<file path="src/rtl/see_event_logger.sv">
// SEE event logger: per-replica upset counters, MBU detection, and a scan FSM
// that serialises captured upset bits into timestamped records through a FIFO.

module see_replica_cnt #(
    parameter int W = 32
) (
    input  logic          s_clk_i,
    input  logic          s_resetn_i,
    input  logic          en,
    input  logic          clr,
    input  logic [W-1:0]  mask,
    output logic [15:0]   count
);
    localparam int PW = $clog2(W + 1);

    logic [PW-1:0] pc;
    logic [16:0]   sum;

    always_comb begin
        pc = '0;
        for (int b = 0; b < W; b++) pc = pc + PW'(mask[b]);
    end

    assign sum = {1'b0, count} + 17'(pc);

    always_ff @(posedge s_clk_i or negedge s_resetn_i) begin
        if (!s_resetn_i)  count <= '0;
        else if (clr)     count <= '0;
        else if (en)      count <= sum[16] ? 16'hFFFF : sum[15:0];
    end
endmodule

module see_event_logger #(
    parameter  int W  = 32,
    parameter  int N  = 3,
    parameter  int D  = 8,
    localparam int RW = (N > 1) ? $clog2(N) : 1,
    localparam int BW = $clog2(W),
    localparam int DW = 32 + RW + BW
) (
    input  logic                 s_clk_i,
    input  logic                 s_resetn_i,
    input  logic                 s_enable_i,
    input  logic                 s_clear_i,
    input  logic [N-1:0][W-1:0]  s_upset_i,
    output logic                 s_evt_valid_o,
    input  logic                 s_evt_ready_i,
    output logic [DW-1:0]        s_evt_data_o,
    output logic [N-1:0][15:0]   s_count_o,
    output logic [15:0]          s_drop_o,
    output logic                 s_mbu_o
);
    localparam int AW = $clog2(D);

    typedef enum logic {IDLE, SCAN} state_t;
    typedef struct packed {
        logic [31:0]   ts;
        logic [RW-1:0] rep;
        logic [BW-1:0] bidx;
    } evt_t;

    state_t             state, state_n;
    logic [N-1:0][W-1:0] pend, pend_n, pend_clr;
    logic [31:0]        ts, ts_cap;
    logic               any_hit, mbu_hit, drop_hit, push, pop, full;
    logic [RW-1:0]      sel_rep;
    logic [BW-1:0]      sel_bit;
    logic               sel_found;
    logic [W-1:0]       seen, dup;

    evt_t               mem [D];
    logic [AW-1:0]      wr_ptr, rd_ptr;
    logic [AW:0]        cnt;

    assign any_hit  = s_enable_i && (|s_upset_i);
    assign drop_hit = (state != IDLE) && any_hit;

    // A bit seen in an earlier replica and again in this one is a coincidence.
    always_comb begin
        seen = '0;
        dup  = '0;
        for (int i = 0; i < N; i++) begin
            dup  = dup | (seen & s_upset_i[i]);
            seen = seen | s_upset_i[i];
        end
        mbu_hit = s_enable_i && (|dup);
    end

    genvar g;
    generate
        for (g = 0; g < N; g++) begin : g_lane
            see_replica_cnt #(.W(W)) u_cnt (
                .s_clk_i   (s_clk_i),
                .s_resetn_i(s_resetn_i),
                .en        (s_enable_i),
                .clr       (s_clear_i),
                .mask      (s_upset_i[g]),
                .count     (s_count_o[g])
            );
        end
    endgenerate

    // Lowest replica with pending bits, then lowest bit within it.
    always_comb begin
        sel_found = 1'b0;
        sel_rep   = '0;
        sel_bit   = '0;
        for (int i = 0; i < N; i++) begin
            if (!sel_found && (|pend[i])) begin
                sel_found = 1'b1;
                sel_rep   = RW'(i);
                for (int j = W - 1; j >= 0; j--)
                    if (pend[i][j]) sel_bit = BW'(j);
            end
        end
        pend_clr = pend;
        pend_clr[sel_rep][sel_bit] = 1'b0;
    end

    always_comb begin
        state_n = state;
        pend_n  = pend;
        push    = 1'b0;
        case (state)
            IDLE: if (any_hit) begin
                state_n = SCAN;
                pend_n  = s_upset_i;
            end
            SCAN: if (!full) begin
                push   = 1'b1;
                pend_n = pend_clr;
                if (pend_clr == '0) state_n = IDLE;
            end
            default: state_n = IDLE;
        endcase
    end

    always_ff @(posedge s_clk_i or negedge s_resetn_i) begin
        if (!s_resetn_i) begin
            state  <= IDLE;
            pend   <= '0;
            ts     <= '0;
            ts_cap <= '0;
        end else begin
            state <= state_n;
            pend  <= pend_n;
            ts    <= ts + 32'd1;
            if (state == IDLE && any_hit) ts_cap <= ts;
        end
    end

    always_ff @(posedge s_clk_i or negedge s_resetn_i) begin
        if (!s_resetn_i) begin
            s_drop_o <= '0;
            s_mbu_o  <= 1'b0;
        end else if (s_clear_i) begin
            s_drop_o <= '0;
            s_mbu_o  <= 1'b0;
        end else begin
            if (drop_hit && s_drop_o != 16'hFFFF) s_drop_o <= s_drop_o + 16'd1;
            if (mbu_hit) s_mbu_o <= 1'b1;
        end
    end

    // Full blocks the push even when a pop frees a slot this cycle.
    assign full          = (cnt == (AW+1)'(D));
    assign s_evt_valid_o = (cnt != '0);
    assign pop           = s_evt_valid_o && s_evt_ready_i;
    assign s_evt_data_o  = mem[rd_ptr];

    always_ff @(posedge s_clk_i) begin
        if (push) mem[wr_ptr] <= '{ts: ts_cap, rep: sel_rep, bidx: sel_bit};
    end

    always_ff @(posedge s_clk_i or negedge s_resetn_i) begin
        if (!s_resetn_i) begin
            wr_ptr <= '0;
            rd_ptr <= '0;
            cnt    <= '0;
        end else begin
            if (push) wr_ptr <= wr_ptr + AW'(1);
            if (pop)  rd_ptr <= rd_ptr + AW'(1);
            cnt <= cnt + (AW+1)'(push) - (AW+1)'(pop);
        end
    end
endmodule

</file>
<file path="config.mk">
export PLATFORM = sky130hd
export DESIGN_NAME = see_event_logger
export DESIGN_NICKNAME = d
export VERILOG_FILES = /design/src/rtl/see_event_logger.sv
export SDC_FILE = /design/constraint.sdc
export NUM_CORES = 1
export LEC_CHECK = 0
export BUFFER_PORTS_ARGS = -buffer_cell sky130_fd_sc_hd__buf_2
export CAP_MARGIN = 20
export CORE_UTILIZATION = 23
export CTS_CLUSTER_DIAMETER = 80
export DETAILED_ROUTE_END_ITERATION = 16
export PLACE_DENSITY = 0.42
export SLEW_MARGIN = 15
export SYNTH_ARGS = -nofsm -noshare
export SYNTH_HDL_FRONTEND = slang
export SYNTH_SLANG_ARGS = --single-unit
export TNS_END_PERCENT = 30
</file>
<file path="constraint.sdc">
create_clock -name s_clk_i -period 6.56 [get_ports s_clk_i]
set_input_delay 1.312 -clock s_clk_i [delete_from_list [all_inputs] [get_ports s_clk_i]]
set_output_delay 1.312 -clock s_clk_i [all_outputs]
set_load 0.05 [all_outputs]
</file>
==> impl_metrics.prom, run 1 <==
# TYPE chip_impl_metric gauge
chip_impl_metric{name="ff2ff_setup_slack",unit="ns"} 1.24
chip_impl_metric{name="synthArstFlopShare",unit="%"} 43.1
chip_impl_metric{name="area.growth.synth_to_final",unit="%"} 23.6
chip_impl_metric{name="io_buffers",unit=""} 205
chip_impl_metric{name="ys_seq_area_share",unit="%"} 53.5
chip_impl_metric{name="clock_slew_at_reported_path_ffs",unit="ns"} 0.06
chip_impl_metric{name="synthCells",unit=""} 2344
chip_impl_metric{name="ctsHtreeMaxLevel",unit=""} 3
chip_impl_metric{name="final_layout_size_suffix_gt1_share",unit="%"} 27.3
chip_impl_metric{name="initial_antenna_violation_count",unit=""} 21
chip_impl_metric{name="fin_crit_sh",unit="%"} 104
chip_impl_metric{name="synth.distinct_cells",unit=""} 82
chip_impl_metric{name="dpl.hpwl",unit="microns"} 71500
chip_impl_metric{name="dieArea",unit="sq um"} 126000
chip_impl_metric{name="timing.final.ws_setup",unit="ns"} -0.239
chip_impl_metric{name="final.setup_skew",unit="ns"} 0.0221
chip_impl_metric{name="insertion_delay",unit="ns"} 0.65
chip_impl_metric{name="placedCellCount",unit=""} 4221
chip_impl_metric{name="synth.avg_cell_area",unit="sq um"} 12.2
chip_impl_metric{name="gr-usage-all-layers",unit="%"} 16.2
chip_impl_metric{name="worstPathArrival",unit="ns"} 7.29
chip_impl_metric{name="drt-total-wl",unit="microns"} 102000
chip_impl_metric{name="core-area",unit="sq um"} 123000
chip_impl_metric{name="worst_hold_slack",unit="ns"} 0.477
chip_impl_metric{name="final-hold-violation-count",unit=""} 0
chip_impl_metric{name="drt.antenna.violating_nets",unit=""} 0
chip_impl_metric{name="final-setup-viol-count",unit=""} 46
chip_impl_metric{name="timing.slew.headroom",unit="%"} 31.7
chip_impl_metric{name="mappedNetlistArea",unit="sq um"} 28600
chip_impl_metric{name="worstHoldPathCells",unit=""} 1
chip_impl_metric{name="wire_per_inst",unit="microns"} 23.4
chip_impl_metric{name="max-vdd-ir-drop",unit="mV"} 0.466
chip_impl_metric{name="synth-edff-count",unit=""} 312
chip_impl_metric{name="clock.fmax",unit="MHz"} 147
chip_impl_info{name="regToRegEndpoint",value="state$_DFF_PN0_"} 1
chip_impl_info{name="critical_path.reg2reg.startpoint",value="pend[71]$_DFFE_PN0P_"} 1
chip_impl_metric{name="dr_total_vias",unit=""} 21559
chip_impl_info{name="failed_checks",value="setup timing"} 1
chip_impl_metric{name="net_count_of_the_finished_layout",unit=""} 2914
chip_impl_metric{name="grt_start_max_net_pins",unit=""} 96
chip_impl_metric{name="report.power.total",unit="uW"} 21500
chip_impl_metric{name="cts_sinks",unit=""} 548
chip_impl_metric{name="floorplan.rows",unit=""} 128
chip_impl_metric{name="powerDensity",unit="nW/um^2"} 608
chip_impl_metric{name="yosys_register_bits",unit=""} 548
chip_impl_info{name="timing.setup.critical_path_class",value="input port to flop"} 1
chip_impl_info{name="rsz_0062_raised_after_global_routing",value="true"} 1
chip_impl_metric{name="initial_core_utilization",unit="%"} 23.3
chip_impl_info{name="clockRootBuffer",value="sky130_fd_sc_hd__clkbuf_16"} 1
chip_impl_metric{name="globalRouteOverflowTotal",unit=""} 0
chip_impl_metric{name="cap_viol_max_count",unit=""} 0
chip_impl_metric{name="io_pins",unit=""} 206
chip_impl_metric{name="grt_pass1_vias",unit=""} 22211
chip_impl_info{name="worstSetupEndpointType",value="flop"} 1
chip_impl_info{name="status",value="finished with violations"} 1
chip_impl_metric{name="final_cells",unit=""} 4365
chip_impl_info{name="holdCritStartpoint",value="ts[31]$_DFF_PN0_"} 1
chip_impl_metric{name="yosysWarningCount",unit=""} 0
chip_impl_metric{name="drt_first_pass_iters",unit=""} 6
chip_impl_metric{name="final-max-slew-violation-count",unit=""} 0
chip_impl_metric{name="worst_max_slew_pin_slew",unit="ns"} 1.01
chip_impl_info{name="yosys_most_used_dff",value="sky130_fd_sc_hd__edfxtp_1"} 1
chip_impl_metric{name="cp_data_required_time",unit="ns"} 7.05
chip_impl_info{name="tritoncts",value="built"} 1
chip_impl_metric{name="post_synthesis_net_count",unit=""} 2576
chip_impl_info{name="timing.hold.worst.class",value="flop to flop"} 1
chip_impl_metric{name="tritoncts.num_buffers",unit=""} 70
chip_impl_metric{name="ctsHoldBuffers",unit=""} 0
chip_impl_metric{name="gpl.final_weighted_congestion",unit=""} 0.919
chip_impl_metric{name="drt_iter0_drc",unit=""} 1801
chip_impl_metric{name="first_pass_grt_wire_length",unit="microns"} 151000
chip_impl_info{name="category_of_the_worst_setup_path_launch_point",value="input port"} 1
chip_impl_metric{name="vias_per_cell",unit=""} 4.94
chip_impl_metric{name="worstRegToRegCells",unit=""} 13
chip_impl_metric{name="leakagePower",unit="uW"} 0.0143
chip_impl_metric{name="layout_min_cycle_time",unit="ns"} 6.80
chip_impl_info{name="hold_end",value="ts[31]$_DFF_PN0_"} 1
chip_impl_metric{name="drc_errors",unit=""} 0
chip_impl_metric{name="floorplan.die.height",unit="microns"} 354
chip_impl_metric{name="clock_tree.buffer_depth",unit=""} 3
chip_impl_metric{name="die_w",unit="microns"} 354
chip_impl_metric{name="critical_path_peak_fanout",unit=""} 2
layout by cell type (no fill, tap or decap), types with 16 or more instances in the layout:
cell	n
sky130_fd_sc_hd__nor3_1	27
sky130_fd_sc_hd__buf_2	197
sky130_fd_sc_hd__nand3_1	46
sky130_fd_sc_hd__mux4_2	78
sky130_fd_sc_hd__nand2_1	170
sky130_fd_sc_hd__edfxtp_1	312
sky130_fd_sc_hd__fa_1	67
sky130_fd_sc_hd__a21oi_1	50
sky130_fd_sc_hd__nand4_1	46
sky130_fd_sc_hd__mux2_2	72
sky130_fd_sc_hd__clkbuf_1	24
sky130_fd_sc_hd__dfrtp_1	232
sky130_fd_sc_hd__xor2_1	26
sky130_fd_sc_hd__a22o_1	81
sky130_fd_sc_hd__nor2_1	125
sky130_fd_sc_hd__a22oi_1	20
sky130_fd_sc_hd__nor4_1	44
sky130_fd_sc_hd__and3_1	19
sky130_fd_sc_hd__a311oi_1	16
sky130_fd_sc_hd__clkbuf_16	70
sky130_fd_sc_hd__ha_1	49
sky130_fd_sc_hd__buf_4	159
sky130_fd_sc_hd__a211oi_1	21
sky130_fd_sc_hd__inv_1	167
sky130_fd_sc_hd__a21o_1	23
sky130_fd_sc_hd__o21ai_0	193
sky130_fd_sc_hd__xnor2_1	43
worst max path at each step:
stage | startpoint | to | slack [ns] | cells past startpoint
after floorplan | s_upset_i[64] | g_lane[2].u_cnt.count[15]$_DFFE_PN0P_ | -0.71 | 24
after global placement | s_upset_i[64] | g_lane[2].u_cnt.count[15]$_DFFE_PN0P_ | -1.08 | 25
final | s_upset_i[64] | g_lane[2].u_cnt.count[15]$_DFFE_PN0P_ | -0.24 | 25
after CTS | s_upset_i[64] | g_lane[2].u_cnt.count[15]$_DFFE_PN0P_ | -0.37 | 25
after global routing | s_upset_i[65] | g_lane[2].u_cnt.count[7]$_DFFE_PN0P_ | -0.44 | 26
after detailed placement | s_upset_i[64] | g_lane[2].u_cnt.count[15]$_DFFE_PN0P_ | -1.14 | 25
critical path, stage by stage:
cell,delay (ns)
sky130_fd_sc_hd__buf_12,0.09
sky130_fd_sc_hd__inv_12,0.03
sky130_fd_sc_hd__ha_4,0.25
sky130_fd_sc_hd__inv_2,0.03
sky130_fd_sc_hd__fa_1,0.44
sky130_fd_sc_hd__fa_1,0.51
sky130_fd_sc_hd__fa_1,0.44
sky130_fd_sc_hd__fa_1,0.51
sky130_fd_sc_hd__fa_1,0.46
sky130_fd_sc_hd__fa_1,0.52
sky130_fd_sc_hd__fa_2,0.40
sky130_fd_sc_hd__fa_2,0.54
sky130_fd_sc_hd__inv_2,0.06
sky130_fd_sc_hd__ha_4,0.22
sky130_fd_sc_hd__a21o_1,0.16
sky130_fd_sc_hd__a21oi_2,0.15
sky130_fd_sc_hd__o21bai_1,0.10
sky130_fd_sc_hd__a21oi_2,0.15
sky130_fd_sc_hd__nor2b_1,0.07
sky130_fd_sc_hd__o21a_1,0.18
sky130_fd_sc_hd__and3_4,0.17
sky130_fd_sc_hd__and4_1,0.21
sky130_fd_sc_hd__nand3_2,0.08
sky130_fd_sc_hd__mux2i_1,0.18
sky130_fd_sc_hd__nor2_1,0.05
stage by stage:
stage                     area, sq um  TNS, ns  util, %  setup WS [ns]
after floorplan                 28800   -21.93        -         -0.710
after global placement          32600   -43.95     26.6          -1.08
after detailed placement        32600   -46.08     26.6          -1.14
after CTS                       35100    -7.06     28.7         -0.366
after global routing            35300   -15.12     28.8         -0.442
final                           35300    -4.89     28.8         -0.239
cell usage after synthesis, drive strengths merged, types with 15 or more instances:
cell    number  area, sq um
ha          55          688
xor2        26          228
fa          76         1520
mux2        72          811
buf         25          113
clkbuf      80          300
a21oi       64          320
o21ai      201         1010
nand4       47          300
o31ai       15          113
edfxtp     312         9370
a22oi       21          163
and3        22          138
a22o        81          709
nor4        58          462
inv        185          694
a211oi      23          183
a21o        23          173
nor2       133          502
dfrtp      236         5910
nand3       51          255
nor3        35          180
mux4        78         1760
nand2      175          657
a311oi      22          210
xnor2       43          377
nor2b       17          106
o21a        15          113
kinds of logic (layout without fill, tap and decap cells):
group	Yosys count	count (layout)	synth area share [%]
AOI/OAI and AO/OA	530	530	12.4
muxes	160	160	9.34
xor gates and xnor gates	69	69	2.12
DFF	548	548	53.5
buffers and inverters	291	683	3.89
adders and majority gates	131	131	7.73
and+or+nand+nor	615	615	11.1
other	0	4	0
area by class of cell:
type,count,area (sq um)
Antenna cell,4,10.0
Timing Repair Buffer,371,2410
Multi-Input combinational cell,1505,12500
Sequential cell,548,15300
Clock inverter,23,338
Tap cell,1625,2030
Clock buffer,103,1970
Fill cell,12668,87200
Inverter,186,743
state kept, by name, indices dropped and copies added, names as in the netlist:
name	cells
g_lane.u_cnt.count	48
rd_ptr	3
ts_cap	32
s_mbu_o	1
pend	96
ts	32
wr_ptr	3
mem	312
state	1
cnt	4
s_drop_o	16
report_power, final:
group          internal [uW]  switching (uW)
sequential              4630             635
clock                   2200            1620
combinational           4810            7570
routing by layer:
layer / part of all wire, % / up-vias / GRT usage (%)
li1: - / 9432 / -
met1: 43 / 10974 / 20.8
met2: 46 / 878 / 26.0
met3: 6.8 / 243 / 3.77
met4: 4.0 / 32 / 6.60
met5: 0.19 / - / 0
timing repair:
item,CTS,global route
gates resized for setup,38,29
setup endpoints to repair,48,48
buffers inserted,8,5
endpoints found under the hold margin,0,0
cloned,0,0
pin swaps,29,27
(Power assumes the default switching activity.)
==> run 2: changes to the inputs <==
CORE_UTILIZATION = 45   (was 23)
PLACE_DENSITY = 0.66   (was 0.42)
==> run 2 against run 1 <==
The flow still finishes with violations (setup timing). Power shrank 3.2%. Die area shrank 49%. Fmax shrank 1.8%.
==> impl_metrics.prom, run 2 (synthesis gave the netlist of run 1 again) <==
# TYPE chip_impl_metric gauge
chip_impl_info{name="status",value="finished with violations"} 1
chip_impl_info{name="failed_checks",value="setup timing"} 1
chip_impl_metric{name="worst_hold_slack",unit="ns"} 0.487
chip_impl_metric{name="grt_pass1_vias",unit=""} 21718
chip_impl_metric{name="globalRouteOverflowTotal",unit=""} 0
chip_impl_info{name="layout_commonest_cell",value="sky130_fd_sc_hd__edfxtp_1"} 1
chip_impl_metric{name="final-hold-violation-count",unit=""} 0
chip_impl_info{name="rsz_0062_raised_after_global_routing",value="true"} 1
chip_impl_info{name="category_of_the_worst_setup_path_launch_point",value="input port"} 1
chip_impl_metric{name="utilization",unit="%"} 54.2
chip_impl_metric{name="dpl.hpwl",unit="microns"} 62500
chip_impl_metric{name="dr_total_vias",unit=""} 21479
chip_impl_metric{name="timing.final.ws_setup",unit="ns"} -0.367
chip_impl_metric{name="power_switching",unit="uW"} 9330
chip_impl_info{name="tritoncts",value="built"} 1
chip_impl_info{name="timing.setup.critical_path_class",value="input port to flop"} 1
chip_impl_metric{name="final_layout_size_suffix_gt1_share",unit="%"} 26.8
chip_impl_metric{name="worst_max_slew_pin_slew",unit="ns"} 1.08
chip_impl_metric{name="floorplan.rows",unit=""} 92
chip_impl_metric{name="placedCellCount",unit=""} 3424
chip_impl_metric{name="drt_first_pass_iters",unit=""} 5
chip_impl_metric{name="floorplan.die.height",unit="microns"} 254
chip_impl_metric{name="share_comb_of_total_power",unit="%"} 57.7
chip_impl_metric{name="io_buffers",unit=""} 205
chip_impl_metric{name="io_pins",unit=""} 206
chip_impl_info{name="layout.cells.most_common_list",value="sky130_fd_sc_hd__edfxtp_1 (312), sky130_fd_sc_hd__dfrtp_1 (232), sky130_fd_sc_hd__buf_2 (197)"} 1
chip_impl_info{name="cp_common_cell",value="sky130_fd_sc_hd__fa_1"} 1
chip_impl_metric{name="insertion_delay",unit="ns"} 0.62
chip_impl_metric{name="initial_antenna_violation_count",unit=""} 3
chip_impl_info{name="clockRootBuffer",value="sky130_fd_sc_hd__clkbuf_16"} 1
chip_impl_metric{name="ctsHoldBuffers",unit=""} 0
chip_impl_metric{name="area.growth.synth_to_final",unit="%"} 19.1
chip_impl_metric{name="leakagePower",unit="uW"} 0.0142
chip_impl_metric{name="share_clk_of_total_power",unit="%"} 17.4
chip_impl_metric{name="worstPathArrival",unit="ns"} 7.40
chip_impl_metric{name="final-setup-viol-count",unit=""} 48
chip_impl_metric{name="final_cells",unit=""} 3547
chip_impl_metric{name="critical_path_peak_fanout",unit=""} 3
chip_impl_metric{name="max-vdd-ir-drop",unit="mV"} 1.06
chip_impl_metric{name="cp_data_required_time",unit="ns"} 7.03
chip_impl_metric{name="ctsHtreeMaxLevel",unit=""} 2
chip_impl_metric{name="worstRegToRegCells",unit=""} 11
chip_impl_metric{name="worst-path-buf-inv",unit=""} 4
chip_impl_metric{name="clock.fmax",unit="MHz"} 144
chip_impl_metric{name="dieArea",unit="sq um"} 64500
chip_impl_metric{name="sw_share",unit="%"} 44.9
chip_impl_metric{name="grt_start_max_net_pins",unit=""} 125
chip_impl_info{name="largest_registers",value="mem x312, pend x96, g_lane.u_cnt.count x48"} 1
chip_impl_metric{name="timing.slew.headroom",unit="%"} 27.8
chip_impl_metric{name="largest_register_ff_count",unit=""} 312
chip_impl_metric{name="pwr-share-seq",unit="%"} 24.9
chip_impl_metric{name="vias_per_cell",unit=""} 6.06
chip_impl_metric{name="cts_sinks",unit=""} 548
chip_impl_metric{name="net_count_of_the_finished_layout",unit=""} 2883
chip_impl_metric{name="postPlaceCellArea",unit="sq um"} 31600
chip_impl_metric{name="powerDensity",unit="nW/um^2"} 610
chip_impl_metric{name="first_pass_grt_wire_length",unit="microns"} 136000
chip_impl_metric{name="initial_core_utilization",unit="%"} 45.5
chip_impl_metric{name="core-area",unit="sq um"} 62900
chip_impl_metric{name="gpl.final_weighted_congestion",unit=""} 1.01
chip_impl_metric{name="drt.antenna.violating_nets",unit=""} 0
chip_impl_metric{name="fin_crit_sh",unit="%"} 106
chip_impl_metric{name="final-max-slew-violation-count",unit=""} 0
chip_impl_info{name="cp_slowest_cell",value="sky130_fd_sc_hd__fa_1"} 1
chip_impl_metric{name="clock_tree.buffer_depth",unit=""} 3
chip_impl_info{name="timing.hold.worst.class",value="flop to flop"} 1
chip_impl_metric{name="die_w",unit="microns"} 254
chip_impl_info{name="registers.top_by_ff_count",value="mem"} 1
chip_impl_metric{name="gr-usage-all-layers",unit="%"} 28.2
chip_impl_metric{name="worstSetupPathDepth",unit=""} 25
chip_impl_metric{name="tritoncts.num_buffers",unit=""} 57
chip_impl_metric{name="layout.cell_area.non_filler",unit="sq um"} 34000
chip_impl_metric{name="wire_per_inst",unit="microns"} 25.2
chip_impl_metric{name="drt_iter0_drc",unit=""} 2129
chip_impl_info{name="worstSetupEndpointType",value="flop"} 1
chip_impl_metric{name="drc_errors",unit=""} 0
chip_impl_metric{name="layout_min_cycle_time",unit="ns"} 6.93
chip_impl_metric{name="report.power.total",unit="uW"} 20800
chip_impl_metric{name="worstHoldPathCells",unit=""} 1
chip_impl_metric{name="clock_slew_at_reported_path_ffs",unit="ns"} 0.06
chip_impl_info{name="worst_path_dominant_cell_family",value="adder cells"} 1
chip_impl_metric{name="cap_viol_max_count",unit=""} 0
chip_impl_metric{name="final.setup_skew",unit="ns"} 0.0168
chip_impl_metric{name="drt-total-wl",unit="microns"} 89400
chip_impl_metric{name="cellInternalPower",unit="uW"} 11400
chip_impl_metric{name="cpPeakStageDelay",unit="ns"} 0.57
run 2: changes by cell type in the layout (fill, tap and decap cells not counted), sizes merged:
cell and delta:
clkinv -3, clkinvlp -2, nand2 +1, bufinv +10
inv +3, buf -19, diode -3, clkbuf -26
run 2: worst paths after layout:
| check | from | to | slack, ns |
|---|---|---|---|
| setup reg to reg | pend[2]$_DFFE_PN0P_ | state$_DFF_PN0_ | 0.88 |
| max in group asynchronous | s_resetn_i | ts_cap[5]$_DFFE_PN0P_ | 4.56 |
| hold reg to reg | ts[16]$_DFF_PN0_ | ts[16]$_DFF_PN0_ | 0.49 |
| hold / removal | ts[16]$_DFF_PN0_ | ts[16]$_DFF_PN0_ | 0.49 |
| min in group asynchronous | s_resetn_i | pend[70]$_DFFE_PN0P_ | 0.73 |
| setup / recovery | s_upset_i[32] | g_lane[1].u_cnt.count[15]$_DFFE_PN0P_ | -0.37 |
run 2: final cells by class:
type	instances	area, sq um
flip-flops and latches	548	15300
diodes	1	2.50
well taps	846	1060
inverters	186	743
clock inverters	31	524
clock buffers	77	1620
fillers	5427	28800
repair buffers	352	2250
multi-input cells	1506	12500
run 2: layer usage:
metal	up-vias	share of wire [%]	GRT usage, %
met3	244	7.8	5.11
met2	991	47	45.1
met4	6	5.3	13.1
li1	9370	-	-
met5	-	0.074	0
met1	10868	40	37.2
run 2: timing repair:
action                                  4_1_cts  5_1_grt
gates cloned                                  1        0
setup buffers                                 9        3
pin swaps                                    45       27
resized for setup                            40       24
endpoints found under the setup margin       48       48
run 2: power by group through the flow:
stage	Sequential [uW]	Combinational [uW]	Clock, uW
after CTS	5180	11800	3670
after global routing	5260	12900	3810
after floorplan	5160	7460	0
after global placement	5190	11300	0
final	5180	12000	3620
after detailed placement	5230	11400	0
run 2: worst reg2reg max path: stages, from the launching register on:
cell	delay, ns
sky130_fd_sc_hd__dfrtp_1	0.55
sky130_fd_sc_hd__nor4_2	0.46
sky130_fd_sc_hd__nand4_1	0.44
sky130_fd_sc_hd__nor2_1	0.70
sky130_fd_sc_hd__a2111oi_0	0.28
sky130_fd_sc_hd__a22oi_2	0.38
sky130_fd_sc_hd__nand2_1	0.43
sky130_fd_sc_hd__or2_1	0.58
sky130_fd_sc_hd__o31ai_1	0.72
sky130_fd_sc_hd__nand4_1	0.37
sky130_fd_sc_hd__nor4_1	0.39
sky130_fd_sc_hd__a41oi_1	0.20
run 2: metrics by stage:
| stage | setup TNS [ns] | setup WS (ns) |
|---|---|---|
| 6_report | -9.19 | -0.367 |
| 5_1_grt | -17.79 | -0.578 |
| 4_1_cts | -15.45 | -0.565 |
| 3_5_place_dp | -52.82 | -1.46 |
| 3_3_place_gp | -47.28 | -1.28 |
| 2_1_floorplan | -21.93 | -0.710 |
==> run 3: changes to the inputs <==
CORE_UTILIZATION = 61   (was 45)
CTS_CLUSTER_DIAMETER = 150   (was 80)
PLACE_DENSITY = 0.85   (was 0.66)
==> run 3 against run 2 <==
The run still ends with setup timing left. Fmax decreased by 0.29%. Via count increased by 2.1%. Clock skew rose by 0.021 ns. First-iteration DRC count grew 13%. Worst hold slack better by 0.0055 ns. Critical endpoint is now g_lane[2].u_cnt.count[15]$_DFFE_PN0P_.
==> impl_metrics.prom, run 3 (synthesis gave the netlist of run 1 again) <==
# TYPE chip_impl_metric gauge
chip_impl_info{name="status",value="finished with violations"} 1
chip_impl_info{name="failed_checks",value="setup timing"} 1
chip_impl_metric{name="dieArea",unit="sq um"} 47700
chip_impl_metric{name="worstPathArrival",unit="ns"} 7.44
chip_impl_metric{name="utilization",unit="%"} 73.0
chip_impl_metric{name="first_pass_grt_wire_length",unit="microns"} 134000
chip_impl_metric{name="initial_antenna_violation_count",unit=""} 1
chip_impl_metric{name="layout_min_cycle_time",unit="ns"} 6.95
chip_impl_metric{name="cts_sinks",unit=""} 548
chip_impl_info{name="timing.hold.worst.class",value="flop to flop"} 1
chip_impl_metric{name="clock.fmax",unit="MHz"} 144
chip_impl_metric{name="drt_iter0_drc",unit=""} 2414
chip_impl_metric{name="cp_data_required_time",unit="ns"} 7.05
chip_impl_info{name="layout.cells.most_common_list",value="sky130_fd_sc_hd__edfxtp_1 (312), sky130_fd_sc_hd__dfrtp_1 (232), sky130_fd_sc_hd__buf_2 (197)"} 1
chip_impl_metric{name="critical_path_peak_fanout",unit=""} 3
chip_impl_metric{name="gpl.final_weighted_congestion",unit=""} 1.08
chip_impl_info{name="cp_slowest_cell",value="sky130_fd_sc_hd__fa_2"} 1
chip_impl_metric{name="vias_per_cell",unit=""} 6.65
chip_impl_info{name="cp_common_cell",value="sky130_fd_sc_hd__fa_1"} 1
chip_impl_metric{name="grt_pass1_vias",unit=""} 21840
chip_impl_metric{name="gr-usage-all-layers",unit="%"} 38.2
chip_impl_info{name="layout_commonest_cell",value="sky130_fd_sc_hd__edfxtp_1"} 1
chip_impl_metric{name="drc_errors",unit=""} 0
chip_impl_metric{name="final.setup_skew",unit="ns"} 0.0374
chip_impl_metric{name="ctsHoldBuffers",unit=""} 0
chip_impl_metric{name="cap_viol_max_count",unit=""} 0
chip_impl_metric{name="met3_wirelength",unit="microns"} 8740
chip_impl_metric{name="leakagePower",unit="uW"} 0.0140
chip_impl_metric{name="drt-met1-wl",unit="microns"} 33800
chip_impl_metric{name="final-setup-viol-count",unit=""} 47
chip_impl_metric{name="dpl.hpwl",unit="microns"} 62200
chip_impl_info{name="highest_layer",value="met4"} 1
chip_impl_metric{name="floorplan.rows",unit=""} 78
chip_impl_metric{name="postPlaceCellArea",unit="sq um"} 31300
chip_impl_info{name="rsz_0062_raised_after_global_routing",value="true"} 1
chip_impl_metric{name="drt-total-wl",unit="microns"} 90600
chip_impl_metric{name="drt_first_pass_iters",unit=""} 6
chip_impl_metric{name="setup_total_negative_slack",unit="ns"} -7.14
chip_impl_metric{name="tritoncts.num_buffers",unit=""} 54
chip_impl_metric{name="timing.final.ws_setup",unit="ns"} -0.387
chip_impl_info{name="largest_registers",value="mem x312, pend x96, g_lane.u_cnt.count x48"} 1
chip_impl_metric{name="io_buffers",unit=""} 205
chip_impl_metric{name="timing.slew.headroom",unit="%"} 23.5
chip_impl_info{name="worstSetupEndpointType",value="flop"} 1
chip_impl_metric{name="dr_total_vias",unit=""} 21932
chip_impl_metric{name="die_w",unit="microns"} 218
chip_impl_metric{name="worst_max_slew_pin_slew",unit="ns"} 1.14
chip_impl_metric{name="layout.cell_area.non_filler",unit="sq um"} 33400
chip_impl_metric{name="max-vdd-ir-drop",unit="mV"} 1.19
chip_impl_metric{name="area.growth.synth_to_final",unit="%"} 17.0
chip_impl_info{name="timing.setup.critical_path_class",value="input port to flop"} 1
chip_impl_info{name="registers.top_by_ff_count",value="mem"} 1
chip_impl_metric{name="globalRouteOverflowTotal",unit=""} 0
chip_impl_metric{name="core-area",unit="sq um"} 45800
chip_impl_metric{name="fin_crit_sh",unit="%"} 106
chip_impl_metric{name="final-hold-violation-count",unit=""} 0
chip_impl_info{name="tritoncts",value="built"} 1
chip_impl_info{name="category_of_the_worst_setup_path_launch_point",value="input port"} 1
chip_impl_metric{name="wire_per_inst",unit="microns"} 27.5
chip_impl_metric{name="cpPeakStageDelay",unit="ns"} 0.55
chip_impl_metric{name="floorplan.die.height",unit="microns"} 218
chip_impl_metric{name="insertion_delay",unit="ns"} 0.63
chip_impl_metric{name="report.power.total",unit="uW"} 20500
chip_impl_metric{name="net_count_of_the_finished_layout",unit=""} 2881
chip_impl_metric{name="clock_tree.buffer_depth",unit=""} 3
chip_impl_metric{name="initial_core_utilization",unit="%"} 62.4
chip_impl_metric{name="io_pins",unit=""} 206
chip_impl_metric{name="largest_register_ff_count",unit=""} 312
chip_impl_metric{name="dpl_worst_slack",unit="ns"} -1.25
chip_impl_metric{name="met2_wirelength",unit="microns"} 43400
chip_impl_info{name="clockRootBuffer",value="sky130_fd_sc_hd__clkbuf_16"} 1
chip_impl_metric{name="final-max-slew-violation-count",unit=""} 0
chip_impl_metric{name="final_layout_size_suffix_gt1_share",unit="%"} 26.5
chip_impl_metric{name="powerDensity",unit="nW/um^2"} 613
chip_impl_metric{name="clock_slew_at_reported_path_ffs",unit="ns"} 0.06
chip_impl_metric{name="drt.antenna.violating_nets",unit=""} 0
chip_impl_metric{name="grt_start_max_net_pins",unit=""} 133
chip_impl_metric{name="ctsHtreeMaxLevel",unit=""} 2
## run 3: cell count changes in the layout (fill, tap and decap cells not counted), moves of 4 or more
cell / change
sky130_fd_sc_hd__clkinv_2: +7
sky130_fd_sc_hd__bufinv_16: -6
sky130_fd_sc_hd__clkbuf_8: -6
sky130_fd_sc_hd__buf_6: +6
sky130_fd_sc_hd__o21ai_1: -4
## run 3: area by class of cell
type,count,area [sq um]
clock buffer,69,1490
antenna,1,2.50
fill,2922,12300
sequential,548,15300
tap,600,751
timing repair buffer,354,2260
clock inverter,33,382
multi-input combinational,1505,12500
inverter,186,743
## run 3: power by group
group	leakage, uW	internal (uW)	switching, uW
logic	0.00688	4620	7400
clock network	0.000913	1860	1380
registers	0.00624	4630	603
total	0.0140	11100	9380
## run 3: what timing repair did
| item | in CTS | in global routing |
|---|---|---|
| endpoints found under the setup margin | 48 | 48 |
| setup buffers | 6 | 4 |
| pin swaps | 21 | 14 |
| gates resized for setup | 32 | 27 |
| gates cloned | 1 | 0 |
## run 3: final timing paths
check | start | endpoint | slack [ns] | cells after the start
worst max register to register | pend[15]$_DFFE_PN0P_ | state$_DFF_PN0_ | 0.93 | 12
max in group asynchronous | s_resetn_i | rd_ptr[0]$_DFFE_PN0P_ | 4.46 | 2
worst min register to register | ts[8]$_DFF_PN0_ | ts[8]$_DFF_PN0_ | 0.49 | 1
min in group asynchronous | s_resetn_i | g_lane[2].u_cnt.count[12]$_DFFE_PN0P_ | 0.70 | 1
worst min-delay path | ts[8]$_DFF_PN0_ | ts[8]$_DFF_PN0_ | 0.49 | 1
worst max-delay path | s_upset_i[64] | g_lane[2].u_cnt.count[15]$_DFFE_PN0P_ | -0.39 | 25
## run 3: layer usage
metal | vias to the layer above | track usage (%)
met5 | - | 0
met4 | 0 | 18.1
met3 | 304 | 8.18
met2 | 1365 | 61.8
met1 | 10898 | 49.1
li1 | 9365 | -
## run 3: metrics by stage
stage          std cells  hold slack (ns)
2_1_floorplan       2344            0.436
3_3_place_gp        3182            0.461
3_5_place_dp        3182            0.481
4_1_cts             3290            0.497
5_1_grt             3295            0.507
6_report            3296            0.493
## run 3: critical path: cells and delay by family
family,cells,cell delay [ns]
fa+ha+maj,10,4.29
compound gates,5,0.78
simple gates,5,0.61
mux,1,0.22
buf+inv,4,0.20
